$ cat config.mk
export PLATFORM = sky130hd
export DESIGN_NAME = mem_wb_pipe
export DESIGN_NICKNAME = d
export VERILOG_FILES = /design/src/rtl/mem_wb_pipe_pkg.sv /design/src/rtl/mem_wb_pipe_load_ext.sv /design/src/rtl/mem_wb_pipe.sv
export SDC_FILE = /design/constraint.sdc
export NUM_CORES = 1
export LEC_CHECK = 0
export BUFFER_PORTS_ARGS = -buffer_cell sky130_fd_sc_hd__buf_2
export CAP_MARGIN = 10
export CORE_ASPECT_RATIO = 1.2
export CORE_UTILIZATION = 42
export CTS_CLUSTER_DIAMETER = 100
export DETAILED_ROUTE_END_ITERATION = 7
export GPL_ROUTABILITY_DRIVEN = 0
export GPL_TIMING_DRIVEN = 0
export PLACE_DENSITY = 0.77
export SYNTH_ARGS = -nofsm -noshare
export SYNTH_HDL_FRONTEND = slang
export SYNTH_HIERARCHICAL = 1
export SYNTH_SLANG_ARGS = --single-unit
$ cat constraint.sdc
create_clock -name clk -period 3.3 [get_ports clk]
set_clock_uncertainty 0.2 [all_clocks]
set_input_delay 0.99 -clock clk [delete_from_list [all_inputs] [get_ports clk]]
set_output_delay 0.99 -clock clk [all_outputs]
set_load 0.01 [all_outputs]
$ cat src/rtl/mem_wb_pipe_pkg.sv
// mem_wb_pipe_pkg
//    Shared definitions for the MEM/WB slice of the pipeline. It holds the
//    ld_type encodings used by the decoder and by the load extraction
//    logic, and a helper that says whether an encoding is a real load.
package mem_wb_pipe_pkg;

   localparam logic [2:0] LD_NONE = 3'd0;
   localparam logic [2:0] LD_W    = 3'd1;
   localparam logic [2:0] LD_B    = 3'd2;
   localparam logic [2:0] LD_BU   = 3'd3;
   localparam logic [2:0] LD_H    = 3'd4;
   localparam logic [2:0] LD_HU   = 3'd5;

   // Encodings 6 and 7 are reserved and behave like LD_NONE.
   function automatic logic is_load(input logic [2:0] ld_type);
      logic res;
      case (ld_type)
         LD_W, LD_B, LD_BU, LD_H, LD_HU: res = 1'b1;
         default:                        res = 1'b0;
      endcase
      return res;
   endfunction

endpackage

$ cat src/rtl/mem_wb_pipe_load_ext.sv
// load_ext
//    Combinational load-data extraction from a raw aligned memory word.
//    Ports:
//       mem_rdata (DW) : aligned data-memory word
//       addr_lo   (2)  : byte offset of the load address
//       ld_type   (3)  : load kind (see mem_wb_pipe_pkg)
//       load_data (DW) : extracted, sign/zero-extended result
//                        (0 when ld_type is not a load)
module load_ext
   import mem_wb_pipe_pkg::*;
#(
   parameter int DW = 32
) (
   input  logic [DW-1:0] mem_rdata,
   input  logic [1:0]    addr_lo,
   input  logic [2:0]    ld_type,
   output logic [DW-1:0] load_data
);

   logic [7:0]  byte_s;
   logic [15:0] half_s;

   // Pick the addressed byte/halfword and extend it according to the load kind.
   always_comb begin
      byte_s    = mem_rdata[{addr_lo, 3'b000} +: 8];
      // Halfword loads only look at addr_lo[1]; the odd offset bit is ignored.
      half_s    = mem_rdata[{addr_lo[1], 4'b0000} +: 16];
      load_data = '0;
      case (ld_type)
         LD_W:    load_data = mem_rdata;
         LD_B:    load_data = {{(DW-8){byte_s[7]}}, byte_s};
         LD_BU:   load_data = {{(DW-8){1'b0}}, byte_s};
         LD_H:    load_data = {{(DW-16){half_s[15]}}, half_s};
         LD_HU:   load_data = {{(DW-16){1'b0}}, half_s};
         default: load_data = '0;
      endcase
   end

endmodule

$ cat src/rtl/mem_wb_pipe.sv
// mem_wb_pipe
//    MEM/WB pipeline register with load-data extraction and a counter of
//    retired (valid) instructions.
//    Ports:
//       clk, reset           : clock, synchronous active-high reset
//       stall, flush         : hold the stage / load a bubble (flush wins)
//       in_valid             : MEM slot holds a real instruction
//       pc, ir, alu_out      : MEM-stage PC, instruction, ALU result
//       mem_rdata, addr_lo   : raw memory word and byte offset of the load
//       ld_type, wa, reg_we  : load kind, destination register, write enable
//       cp0_we               : CP0 write or eret
//       wb_*                 : registered WB-stage outputs
//       fwd_wd               : combinational write data for MEM forwarding
//       retired              : count of valid instructions entering WB
module mem_wb_pipe
   import mem_wb_pipe_pkg::*;
#(
   parameter int              DW     = 32,
   parameter int              AW     = 5,
   parameter int              CNT_W  = 32,
   parameter logic [DW-1:0]   PC_RST = 32'h0000_3000
) (
   input  logic             clk,
   input  logic             reset,
   input  logic             stall,
   input  logic             flush,
   input  logic             in_valid,
   input  logic [DW-1:0]    pc,
   input  logic [DW-1:0]    ir,
   input  logic [DW-1:0]    alu_out,
   input  logic [DW-1:0]    mem_rdata,
   input  logic [1:0]       addr_lo,
   input  logic [2:0]       ld_type,
   input  logic [AW-1:0]    wa,
   input  logic             reg_we,
   input  logic             cp0_we,
   output logic             wb_valid,
   output logic [DW-1:0]    wb_pc,
   output logic [DW-1:0]    wb_ir,
   output logic [DW-1:0]    wb_wd,
   output logic [AW-1:0]    wb_wa,
   output logic             wb_we,
   output logic             wb_cp0_we,
   output logic [DW-1:0]    fwd_wd,
   output logic [CNT_W-1:0] retired
);

   logic [DW-1:0]    load_data_s;
   logic [DW-1:0]    wd_s;

   logic             valid_d,  valid_q;
   logic [DW-1:0]    pc_d,     pc_q;
   logic [DW-1:0]    ir_d,     ir_q;
   logic [DW-1:0]    wd_d,     wd_q;
   logic [AW-1:0]    wa_d,     wa_q;
   logic             we_d,     we_q;
   logic             cp0_we_d, cp0_we_q;
   logic [CNT_W-1:0] ret_d,    ret_q;

   load_ext #(.DW(DW)) u_load_ext (
      .mem_rdata (mem_rdata),
      .addr_lo   (addr_lo),
      .ld_type   (ld_type),
      .load_data (load_data_s)
   );

   assign wd_s   = is_load(ld_type) ? load_data_s : alu_out;
   assign fwd_wd = wd_s;

   // Next-state selection with priority reset > flush > stall > load.
   always_comb begin
      valid_d  = valid_q;
      pc_d     = pc_q;
      ir_d     = ir_q;
      wd_d     = wd_q;
      wa_d     = wa_q;
      we_d     = we_q;
      cp0_we_d = cp0_we_q;
      ret_d    = ret_q;
      if (reset) begin
         valid_d  = 1'b0;
         pc_d     = PC_RST;
         ir_d     = '0;
         wd_d     = '0;
         wa_d     = '0;
         we_d     = 1'b0;
         cp0_we_d = 1'b0;
         ret_d    = '0;
      end else if (flush) begin
         // Bubble: everything cleared, counter untouched.
         valid_d  = 1'b0;
         pc_d     = '0;
         ir_d     = '0;
         wd_d     = '0;
         wa_d     = '0;
         we_d     = 1'b0;
         cp0_we_d = 1'b0;
      end else if (stall) begin
         valid_d  = valid_q;
      end else begin
         valid_d  = in_valid;
         pc_d     = pc;
         ir_d     = ir;
         wd_d     = wd_s;
         wa_d     = wa;
         // A write to $0 is never presented as a write.
         we_d     = reg_we & in_valid & (wa != '0);
         cp0_we_d = cp0_we & in_valid;
         if (in_valid) begin
            ret_d = ret_q + {{(CNT_W-1){1'b0}}, 1'b1};
         end else begin
            ret_d = ret_q;
         end
      end
   end

   // Pipeline register and retired counter.
   always_ff @(posedge clk) begin
      valid_q  <= valid_d;
      pc_q     <= pc_d;
      ir_q     <= ir_d;
      wd_q     <= wd_d;
      wa_q     <= wa_d;
      we_q     <= we_d;
      cp0_we_q <= cp0_we_d;
      ret_q    <= ret_d;
   end

   assign wb_valid  = valid_q;
   assign wb_pc     = pc_q;
   assign wb_ir     = ir_q;
   assign wb_wd     = wd_q;
   assign wb_wa     = wa_q;
   assign wb_we     = we_q;
   assign wb_cp0_we = cp0_we_q;
   assign retired   = ret_q;

endmodule

==> reports/metrics.cfg, run 1 <==
[power]
power.density_mw_per_mm2 = 457.9
leakagePower_nw = 4.935
ir_drop_mv = 0.2984

[floorplan]
fp-row-count = 48
dieWidth_um = 114.4
start_util_pct = 43.60
die_area_mm2 = 0.01565
die_h_um = 136.8
io_pins = 313
coreArea_mm2 = 0.01459

[cells_and_area]
utilization_pct = 65.07
final_nets = 1156
layout_commonest_cell = buf_2
layout-drive-gt1-share_pct = 43.58
layout_common_cells = buf_2 (282), dfxtp_1 (136), nor2_1 (90)
antennaDiodeCount = 0
syn2layout_area_growth_pct = 49.26

[routing]
drt_pass1_iterations = 5
met2_wirelength_um = 11010
dr.max_layer_used = met4
route.detailed.drc = 0
vias = 6523
met3_length_um = 1626
wire_per_inst_um = 17.73
dr.first_iter.drc_count = 469
wl_um = 21650
wl_met1_um = 8083
viasPerCell = 5.342
drtAntennaViolNets = 0

[sta]
final_max_slew_viol_count = 0
timing_worst_slew_pin_value_ps = 849.4
post-route-worst-setup-slack_ps = -427.1
fmaxAchievable_ghz = 0.2683
period_needed_ps = 3727
setup_viol = 32
setup_tns_ps = -10980
rsz0062_at_grt = yes
slew_headroom_pct = 43.37
final_hold_viol_count = 0
hold_slack_ps = 288.7
min_period_over_period_pct = 112.9

[logic_synthesis]
syn_area_per_cell_um2 = 9.596
ys.warnings.count = 6
synthArstFlopShare_pct = 0
syn-num-nets = 809
synth_edf_count = 0
netlist_instances = 663
dominantRegCellSynth = dfxtp_1
yosys.cell_types.count = 55
synth-seq-area-share_pct = 42.79
synth_seq_cells = 136
syn-cell-area_mm2 = 0.006362

[global_route]
grt_pass1_vias = 6145
grt_max_degree = 17
antenna_found_initial = 0
overflow = 0
grt_first_pass_wirelength_um = 31810
track_usage_pct = 26.62

[clock_tree]
clk_path_buf_depth = 2
htree_levels = 4
ctsHoldBuffers = 0
cts_tree = done
cts.sinks = 136
insertion_delay_ps = 410
numCtsBuffers = 17
cts_root_buffer = clkbuf_16
clk_pin_slew_ps = 60

[worst_setup_path]
crit_type = in2out
slowest_delay_ps = 560
startpoint_type = input port
crit_required_ps = 2110
crit_chain = buf_12 > mux4_2 > nand3_4 > buf_4 > a21bo_4 > mux2_4 > buf_6
cp.arrival_ps = 2540
crit_buf_inv = 3
worst-path-max-fanout = 5
crit_family = multiplexers
crit_path_end_kind = output port
crit_slowest_cell = mux4_2

[flow_run]
max-cap-violations = 0

[status]
status = finished with violations
violations = negative setup slack

[placed_design]
pre_cts_ws_ps = -717.9
portBuffers = 310
place_hpwl_um = 16220

[min_path]
hp-class = reg2reg

==> logic make-up after synthesis <==
logic type                 share of synthesized area (%)
adders and majority gates                         0.1966
muxes                                              18.68
buffers and inverters                              4.621
DFF                                                42.79
xor gates and xnor gates                           1.514
and+or+nand+nor                                    17.05
AOI/OAI and AO/OA                                  15.14
==> synthesized netlist by cell type, types with 7 or more instances <==
cell      instances  area (um2)
or3_1             9       56.30
dfxtp_1         136        2723
or4_1            12       90.09
buf_2             7       35.03
nand2b_1         32       200.2
o311ai_0         14       122.6
nor2_1           90       337.8
nand3_1          14       70.07
inv_1            22       82.58
mux2i_1          76       760.7
a221o_1           7       70.07
o31ai_1          11       82.58
clkbuf_1         34       127.6
nand4_1           8       50.05
mux2_2           36       405.4
nand2_1          14       52.55
o21ai_0          12       60.06
o211a_1          32       320.3
a21oi_1          27       135.1
==> routing by layer <==
metal / vias to the layer above / GRT usage [%]
li1: 3095 / -
met1: 3037 / 28.34
met2: 335 / 48.22
met3: 56 / 6.820
met4: 0 / 13.85
met5: - / 0
==> power by group <==
group | switching, mW | internal [mW] | total, mW
Sequential | 0.0241 | 1.69 | 1.71
Combinational | 0.383 | 0.396 | 0.779
Clock | 0.709 | 1.15 | 1.85
Total | 1.12 | 3.23 | 4.35
==> worst reg2reg max path: stages (launching register included) <==
cell and delay [ps]:
dfxtp_1 460, ha_1 180, and4bb_2 330, nand4bb_1 120
clkbuf_1 220, or4_1 510, a21oi_1 150
==> layout make-up <==
cell class / instances / area [um2]
flip-flops and latches: 136 / 2723
clock inverters: 11 / 123.9
repair buffers: 328 / 1894
multi-input cells: 456 / 3690
clock buffers: 19 / 452.9
plain buffers: 49 / 276.5
well taps: 200 / 250.2
fillers: 1198 / 5097
inverters: 22 / 86.33
==> registers in the layout, summed over array words and instances, names as in the netlist <==
register / flops
wb_valid: 1
wb_wa: 5
wb_ir: 32
wb_wd: 32
wb_pc: 32
wb_cp0_we: 1
retired: 32
wb_we: 1
==> path summary, 6_finish.rpt <==
kind,startpoint,end,slack (ps),cells after the start
worst min register to register,wb_ir[30]$_SDFFE_PP0N_,wb_ir[30]$_SDFFE_PP0N_,290,2
worst max register to register,retired[0]$_SDFFE_PP0P_,retired[22]$_SDFFE_PP0P_,1060,6
worst max-delay path,addr_lo[1],fwd_wd[10],-430,7
worst min-delay path,wb_ir[30]$_SDFFE_PP0N_,wb_ir[30]$_SDFFE_PP0N_,290,2
==> metrics by stage <==
stage | total power [mW] | area (um2) | cells
3_5_place_dp | 2.392 | 8285 | 1173
5_1_grt | 4.493 | 9497 | 1221
3_3_place_gp | 2.385 | 8285 | 1173
4_1_cts | 4.347 | 9394 | 1219
2_1_floorplan | 2.114 | 6484 | 663
6_report | 4.348 | 9497 | 1221
==> timing repair <==
| action | CTS | global route |
|---|---|---|
| pin swaps | 10 | 2 |
| hold endpoints to repair | 0 | 0 |
| cloned | 2 | 0 |
| gates resized for setup | 94 | 21 |
| endpoints found under the setup margin | 32 | 32 |
| setup buffers | 14 | 2 |
(Power assumes the default switching activity.)
==> run 2: changes to the inputs <==
Settings changed: ABC_AREA from default to 1, ABC_CLOCK_PERIOD_IN_PS from default to 3300, CORE_UTILIZATION 42 to 43, SETUP_SLACK_MARGIN from default to 0.1.
==> run 2 against run 1 <==
Net effect:
- the run still ends with negative setup slack left
- wire length up 21%
- die area up 4.0%
- flip-flop and latch count unchanged
- final cell count up 34%
- fmax up 11%
- clock power up 5%
- non-clock buffer count up 18
- via count up 30%
==> reports/metrics.cfg, run 2 <==
[worst_setup_path]
slowest_delay_ps = 250  ; was 560 ps
worst-path-max-fanout = 8  ; was 5
crit_slowest_cell = or2_4  ; was mux4_2
worst-r2r-setup-slack_ps = 1400  ; was 1060 ps
crit_chain = buf_8 > or2_4 > o21ai_4 > buf_12 > buf_6 > buf_16 > nand2_4 > o21ai_2 > buf_2  ; was buf_12 > mux4_2 > nand3_4 > buf_4 > a21bo_4 > mux2_4 > buf_6
crit_family = buffers and inverters  ; was multiplexers
crit_required_ps = 2110  ; about the same
crit_type = in2out  ; unchanged
r2r-end = retired[24]$_SDFFE_PP0P_  ; was retired[22]$_SDFFE_PP0P_
startpoint_type = input port  ; unchanged
rr_worst_depth = 8  ; was 6
cp.arrival_ps = 2180  ; was 2540 ps
rr_startpoint = retired[1]$_SDFFE_PP0P_  ; was retired[0]$_SDFFE_PP0P_
crit_path_end_kind = output port  ; unchanged
crit_buf_inv = 5  ; was 3

[power]
fin_total_pwr_mw = 4.444  ; was 4.348 mW
combinationalPowerShare_pct = 17.8  ; was 17.9%
swShare_pct = 28.69  ; was 25.67%
ir_drop_mv = 0.2559  ; was 0.2984 mV
leakagePower_nw = 5.318  ; was 4.935 nW
p_seq_share_pct = 38.5  ; was 39.4%
power.density_mw_per_mm2 = 441.6  ; was 457.9 mW/mm2
pwr-share-clk_pct = 43.7  ; was 42.7%
p_switching_mw = 1.275  ; was 1.116 mW
p_int_mw = 3.169  ; was 3.232 mW

[global_route]
globalRouteMet1Util_pct = 34.91  ; was 28.34%
track_usage_pct = 30.52  ; was 26.62%
grt_first_pass_wirelength_um = 38070  ; was 31,810 um
grt_use_met2_pct = 52.07  ; was 48.22%
overflow = 0  ; unchanged
antenna_found_initial = 1  ; was 0
grt_max_degree = 17  ; unchanged
grt.busiest_layer = met2  ; unchanged
met3_usage_pct = 6.969  ; was 6.820%
grt_pass1_vias = 7480  ; was 6,145

[placed_design]
place_hpwl_um = 18570  ; was 16,220 um
portBuffers = 311  ; was 310
pre_cts_ws_ps = -367.4  ; was -717.9 ps

[routing]
wl_um = 26280  ; was 21,650 um
dr.first_iter.drc_count = 583  ; was 469
drtAntennaViolNets = 0  ; unchanged
drt_pass1_iterations = 5  ; unchanged
viasPerCell = 5.172  ; was 5.342
wire_per_inst_um = 16.08  ; was 17.73 um
route.detailed.drc = 0  ; unchanged
vias = 8451  ; was 6,523

[sta]
period_needed_ps = 3368  ; was 3727 ps
final_max_slew_viol_count = 0  ; unchanged
hold_slack_ps = 254.5  ; was 288.7 ps
post-route-worst-setup-slack_ps = -67.65  ; was -427.1 ps
slew_headroom_pct = 56.65  ; was 43.37%
setup_viol = 25  ; was 32
min_period_over_period_pct = 102.0  ; was 112.9%
setup_tns_ps = -652.5  ; was -10,980 ps
fmaxAchievable_ghz = 0.2969  ; was 0.2683 GHz
final_hold_viol_count = 0  ; unchanged
rsz0062_at_grt = yes  ; unchanged
timing_worst_slew_pin_value_ps = 650.3  ; was 849.4 ps

[cells_and_area]
utilization_pct = 66.18  ; was 65.07%
layout_commonest_cell = nand2_1  ; was buf_2
fill_cells = 1330  ; was 1,198
multi_input_area_mm2 = 0.003666  ; was 0.003690 mm2
register_area_mm2 = 0.002723  ; unchanged
final_nets = 1562  ; was 1,156
syn2layout_area_growth_pct = 48.46  ; was 49.26%
layout_common_cells = nand2_1 (320), buf_2 (306), dfxtp_1 (136)  ; was buf_2 (282), dfxtp_1 (136), nor2_1 (90)
layout-drive-gt1-share_pct = 35.06  ; was 43.58%

[logic_synthesis]
syn-cell-area_mm2 = 0.006778  ; was 0.006362 mm2
synth_seq_cells = 136  ; unchanged
yosys.cell_types.count = 32  ; was 55
syn_area_per_cell_um2 = 6.443  ; was 9.596 um2
netlist_instances = 1052  ; was 663
synth_area_leaders = dfxtp_1 (40%), nand2_1 (19%), nor2_1 (7.5%)  ; was dfxtp_1 (43%), mux2i_1 (12%), mux2_2 (6.4%)
synth_edf_count = 0  ; unchanged
synth_top_area_share_pct = 40.17  ; was 42.79%
post-synth-top-count-cell = nand2_1  ; was dfxtp_1
synth-seq-area-share_pct = 40.17  ; was 42.79%
synth_top_cell_by_area = dfxtp_1  ; unchanged
synthArstFlopShare_pct = 0  ; unchanged
netlist_top_cells_count = nand2_1 (339), dfxtp_1 (136), nor2_1 (135), inv_1 (120), a21oi_1 (79)  ; was dfxtp_1 (136), nor2_1 (90), mux2i_1 (76), mux2_2 (36), clkbuf_1 (34)
ys.warnings.count = 6  ; unchanged
dominantRegCellSynth = dfxtp_1  ; unchanged
syn-num-nets = 1198  ; was 809

[status]
violations = negative setup slack  ; unchanged
status = finished with violations  ; unchanged

[floorplan]
die_h_um = 139.5  ; was 136.8 um
fp-row-count = 49  ; was 48
coreArea_mm2 = 0.01520  ; was 0.01459 mm2
die_area_mm2 = 0.01627  ; was 0.01565 mm2
start_util_pct = 44.58  ; was 43.60%
io_pins = 313  ; unchanged
dieWidth_um = 116.6  ; was 114.4 um

[clock_tree]
ctsHoldBuffers = 0  ; unchanged
cts_root_buffer = clkbuf_16  ; unchanged
clk_pin_slew_ps = 60  ; about the same
cts.sinks = 136  ; unchanged
cts_tree = done  ; unchanged
numCtsBuffers = 17  ; unchanged
clk_path_buf_depth = 2  ; unchanged
insertion_delay_ps = 420  ; was 410 ps
htree_levels = 4  ; unchanged

[min_path]
hold_end = wb_pc[1]$_SDFFE_PP0N_  ; was wb_ir[30]$_SDFFE_PP0N_
min_from = wb_pc[1]$_SDFFE_PP0N_  ; was wb_ir[30]$_SDFFE_PP0N_
holdPathStages = 2  ; unchanged
hp-class = reg2reg  ; unchanged

[flow_run]
max-cap-violations = 0  ; unchanged

-- run 2: cell count changes in the layout (fill, tap and decap cells not counted), sizes merged, moves of 11 or more --
cell and delta:
a21oi +52, buf +20, inv +104, mux2 -36, mux2i -76, nand2 +334
nand2b -32, nand3 +55, nor2 +50, o211a -32, o21ai +67, o311ai -16
o31ai -11, or4 -12
-- run 2: logic make-up (layout without fill, tap and decap cells) --
logic type	count (synthesis)	in the layout	share of synthesized area (%)
compound gates	162	162	12.28
xor+xnor	3	3	0.3877
fa+ha+maj	1	1	0.1846
buf+inv	175	552	10.80
flops	136	136	40.17
other cells	0	1	0
simple gates	575	575	36.18
-- run 2: worst max path at each step --
stage                       endpoint       start  depth (start not counted)
after floorplan           fwd_wd[10]  addr_lo[1]                         11
after global routing       fwd_wd[6]  addr_lo[0]                          8
final                     fwd_wd[17]  ld_type[0]                          9
after CTS                 fwd_wd[18]  ld_type[2]                          9
after global placement    fwd_wd[14]  ld_type[1]                         10
after detailed placement  fwd_wd[14]  ld_type[1]                         10
-- run 2: tightest hold or removal path: stages, from the launching register on --
cell,delay [ps]
dfxtp_1,310
nand2_1,50
a21oi_1,50
-- run 2: timing repair --
item / in CTS / in global routing
gates cloned: 5 / 2
pin swaps: 17 / 23
buffers inserted: 19 / 8
setup endpoints to repair: 32 / 32
gates resized for setup: 96 / 52
hold endpoints to repair: 0 / 0
-- run 2: area by class of cell --
type	count	share of cell area, %
plain buffers	51	3.507
inverters	124	4.887
multi-input cells	741	36.43
diodes	1	0.02487
flip-flops and latches	136	27.06
repair buffers	344	19.52
well taps	204	2.537
repair inverters	1	0.04974
clock buffers	18	4.365
clock inverters	14	1.617
-- run 2: metrics by stage --
stage	cell area [um2]	std cells
2_1_floorplan	6778	1052
3_3_place_gp	8589	1567
3_5_place_dp	8589	1567
4_1_cts	9786	1623
5_1_grt	10060	1634
6_report	10060	1634
-- run 2: layer usage --
metal / vias to the layer above / part of all wire, %
li1: 4027 / -
met1: 3834 / 38
met2: 471 / 49
met3: 119 / 7.7
met4: 0 / 5.7
met5: - / 0
-- run 2: power groups by stage --
stage          clock, mW  combinational (mW)  sequential [mW]
5_1_grt             2.04               0.846             1.72
2_1_floorplan          0               0.303             1.77
3_5_place_dp           0               0.610             1.75
3_3_place_gp           0               0.606             1.75
4_1_cts             1.96               0.723             1.71
6_report            1.94               0.791             1.71
==> run 3: changes to the inputs <==
Settings changed: SKIP_CTS_REPAIR_TIMING from default to 1.
==> run 3 against run 2 <==
Net effect:
- die area stayed put
- combinational power is 2% higher
- largest cell class unchanged
- final cell count hardly changed
- the run still ends with negative setup slack left
==> reports/metrics.cfg, run 3 (synthesis results as in run 2) <==
[floorplan]
start_util_pct = 44.58  ; unchanged
fp-row-count = 49  ; unchanged
coreArea_mm2 = 0.01520  ; unchanged
die_area_mm2 = 0.01627  ; unchanged
io_pins = 313  ; unchanged
dieWidth_um = 116.6  ; unchanged
die_h_um = 139.5  ; unchanged

[sta]
period_needed_ps = 3521  ; was 3368 ps
final_hold_viol_count = 0  ; unchanged
timing_worst_slew_pin_value_ps = 631.5  ; was 650.3 ps
setup_tns_ps = -2006  ; was -652.5 ps
min_period_over_period_pct = 106.7  ; was 102.0%
rsz0062_at_grt = yes  ; unchanged
post-route-worst-setup-slack_ps = -221.4  ; was -67.65 ps
final_max_slew_viol_count = 0  ; unchanged
setup_viol = 32  ; was 25
slew_headroom_pct = 57.90  ; was 56.65%
fmaxAchievable_ghz = 0.2840  ; was 0.2969 GHz

[routing]
drtAntennaViolNets = 0  ; unchanged
drt_pass1_iterations = 5  ; unchanged
vias = 8470  ; was 8,451
wl_um = 26700  ; was 26,280 um
viasPerCell = 5.187  ; was 5.172
route.detailed.drc = 0  ; unchanged
wire_per_inst_um = 16.35  ; was 16.08 um
dr.first_iter.drc_count = 566  ; was 583

[worst_setup_path]
crit_path_end_kind = output port  ; unchanged
worst-path-max-fanout = 7  ; was 8
cp.arrival_ps = 2330  ; was 2180 ps
startpoint_type = input port  ; unchanged
crit_type = in2out  ; unchanged
crit_required_ps = 2110  ; about the same

[placed_design]
place_inst = 1567  ; unchanged
portBuffers = 311  ; unchanged
place_hpwl_um = 18570  ; unchanged

[clock_tree]
numCtsBuffers = 17  ; unchanged
htree_levels = 4  ; unchanged
cts_tree = done  ; unchanged
cts_root_buffer = clkbuf_16  ; unchanged
insertion_delay_ps = 420  ; about the same
cts.sinks = 136  ; unchanged
clk_path_buf_depth = 2  ; unchanged
clk_pin_slew_ps = 60  ; about the same

[power]
ir_drop_mv = 0.2574  ; was 0.2559 mV
fin_total_pwr_mw = 4.462  ; was 4.444 mW
leakagePower_nw = 5.340  ; was 5.318 nW
power.density_mw_per_mm2 = 440.7  ; was 441.6 mW/mm2

[global_route]
grt_max_degree = 17  ; unchanged
grt_first_pass_wirelength_um = 36020  ; was 38,070 um
overflow = 0  ; unchanged
grt_pass1_vias = 7140  ; was 7,480
track_usage_pct = 28.88  ; was 30.52%
antenna_found_initial = 1  ; unchanged

[cells_and_area]
layout-drive-gt1-share_pct = 36.76  ; was 35.06%
layout_common_cells = buf_2 (307), nand2_1 (304), dfxtp_1 (136)  ; was nand2_1 (320), buf_2 (306), dfxtp_1 (136)
syn2layout_area_growth_pct = 49.40  ; was 48.46%
final_nets = 1561  ; was 1,562
stdcell_count = 1633  ; was 1,634
layout_commonest_cell = buf_2  ; was nand2_1

[status]
violations = negative setup slack  ; unchanged
status = finished with violations  ; unchanged

[min_path]
hp-class = reg2reg  ; unchanged

[flow_run]
max-cap-violations = 0  ; unchanged

run 3: worst paths after layout:
path	slack (ps)	depth (start not counted)	end	from
hold / removal	250	2	wb_pc[1]$_SDFFE_PP0N_	wb_pc[1]$_SDFFE_PP0N_
setup / recovery	-220	10	fwd_wd[5]	ld_type[1]
hold reg to reg	250	2	wb_pc[1]$_SDFFE_PP0N_	wb_pc[1]$_SDFFE_PP0N_
setup reg to reg	1400	8	retired[24]$_SDFFE_PP0P_	retired[1]$_SDFFE_PP0P_
run 3: final cells by class:
| cell class | count | area [um2] |
|---|---|---|
| flip-flops and latches | 136 | 2723 |
| multi-input cells | 741 | 3726 |
| clock buffers | 18 | 439.2 |
| diodes | 1 | 2.502 |
| clock inverters | 14 | 162.7 |
| plain buffers | 50 | 341.6 |
| fillers | 1322 | 5079 |
| repair buffers | 345 | 1977 |
| inverters | 124 | 499.2 |
| well taps | 204 | 255.2 |
run 3: critical path, stage by stage:
cell and delay, ps:
buf_12 130, clkinv_8 50, nand2_4 40, nor2_4 280, buf_6 190, nand2_1 90
nand3_2 100, inv_1 80, o21ai_2 190, buf_2 190
run 3: where the power goes:
part / switching (mW) / leakage, nW / internal, mW / total, mW
sequential: 0.0241 / 1.11 / 1.69 / 1.71
combinational: 0.476 / 3.94 / 0.334 / 0.809
clock: 0.789 / 0.294 / 1.15 / 1.94
total: 1.29 / 5.34 / 3.17 / 4.46
run 3: through the flow:
step	hold slack (ps)	area (um2)	setup slack [ps]	util [%]
global placement	240.5	8589	-366.2	56.49
detailed placement	246.1	8589	-367.4	56.49
global route	277.8	10130	-202.1	66.60
CTS	254.5	9191	-378.4	60.45
floorplan	280.5	6778	170.9	-
finish	254.5	10130	-221.4	66.60
run 3: routing by layer:
metal	vias to the layer above	global-route usage (%)	wire length (um)
li1	4026	-	-
met1	3861	33.04	9800
met2	456	48.99	13040
met3	127	6.969	2154
met4	0	15.26	1707
met5	-	0	0
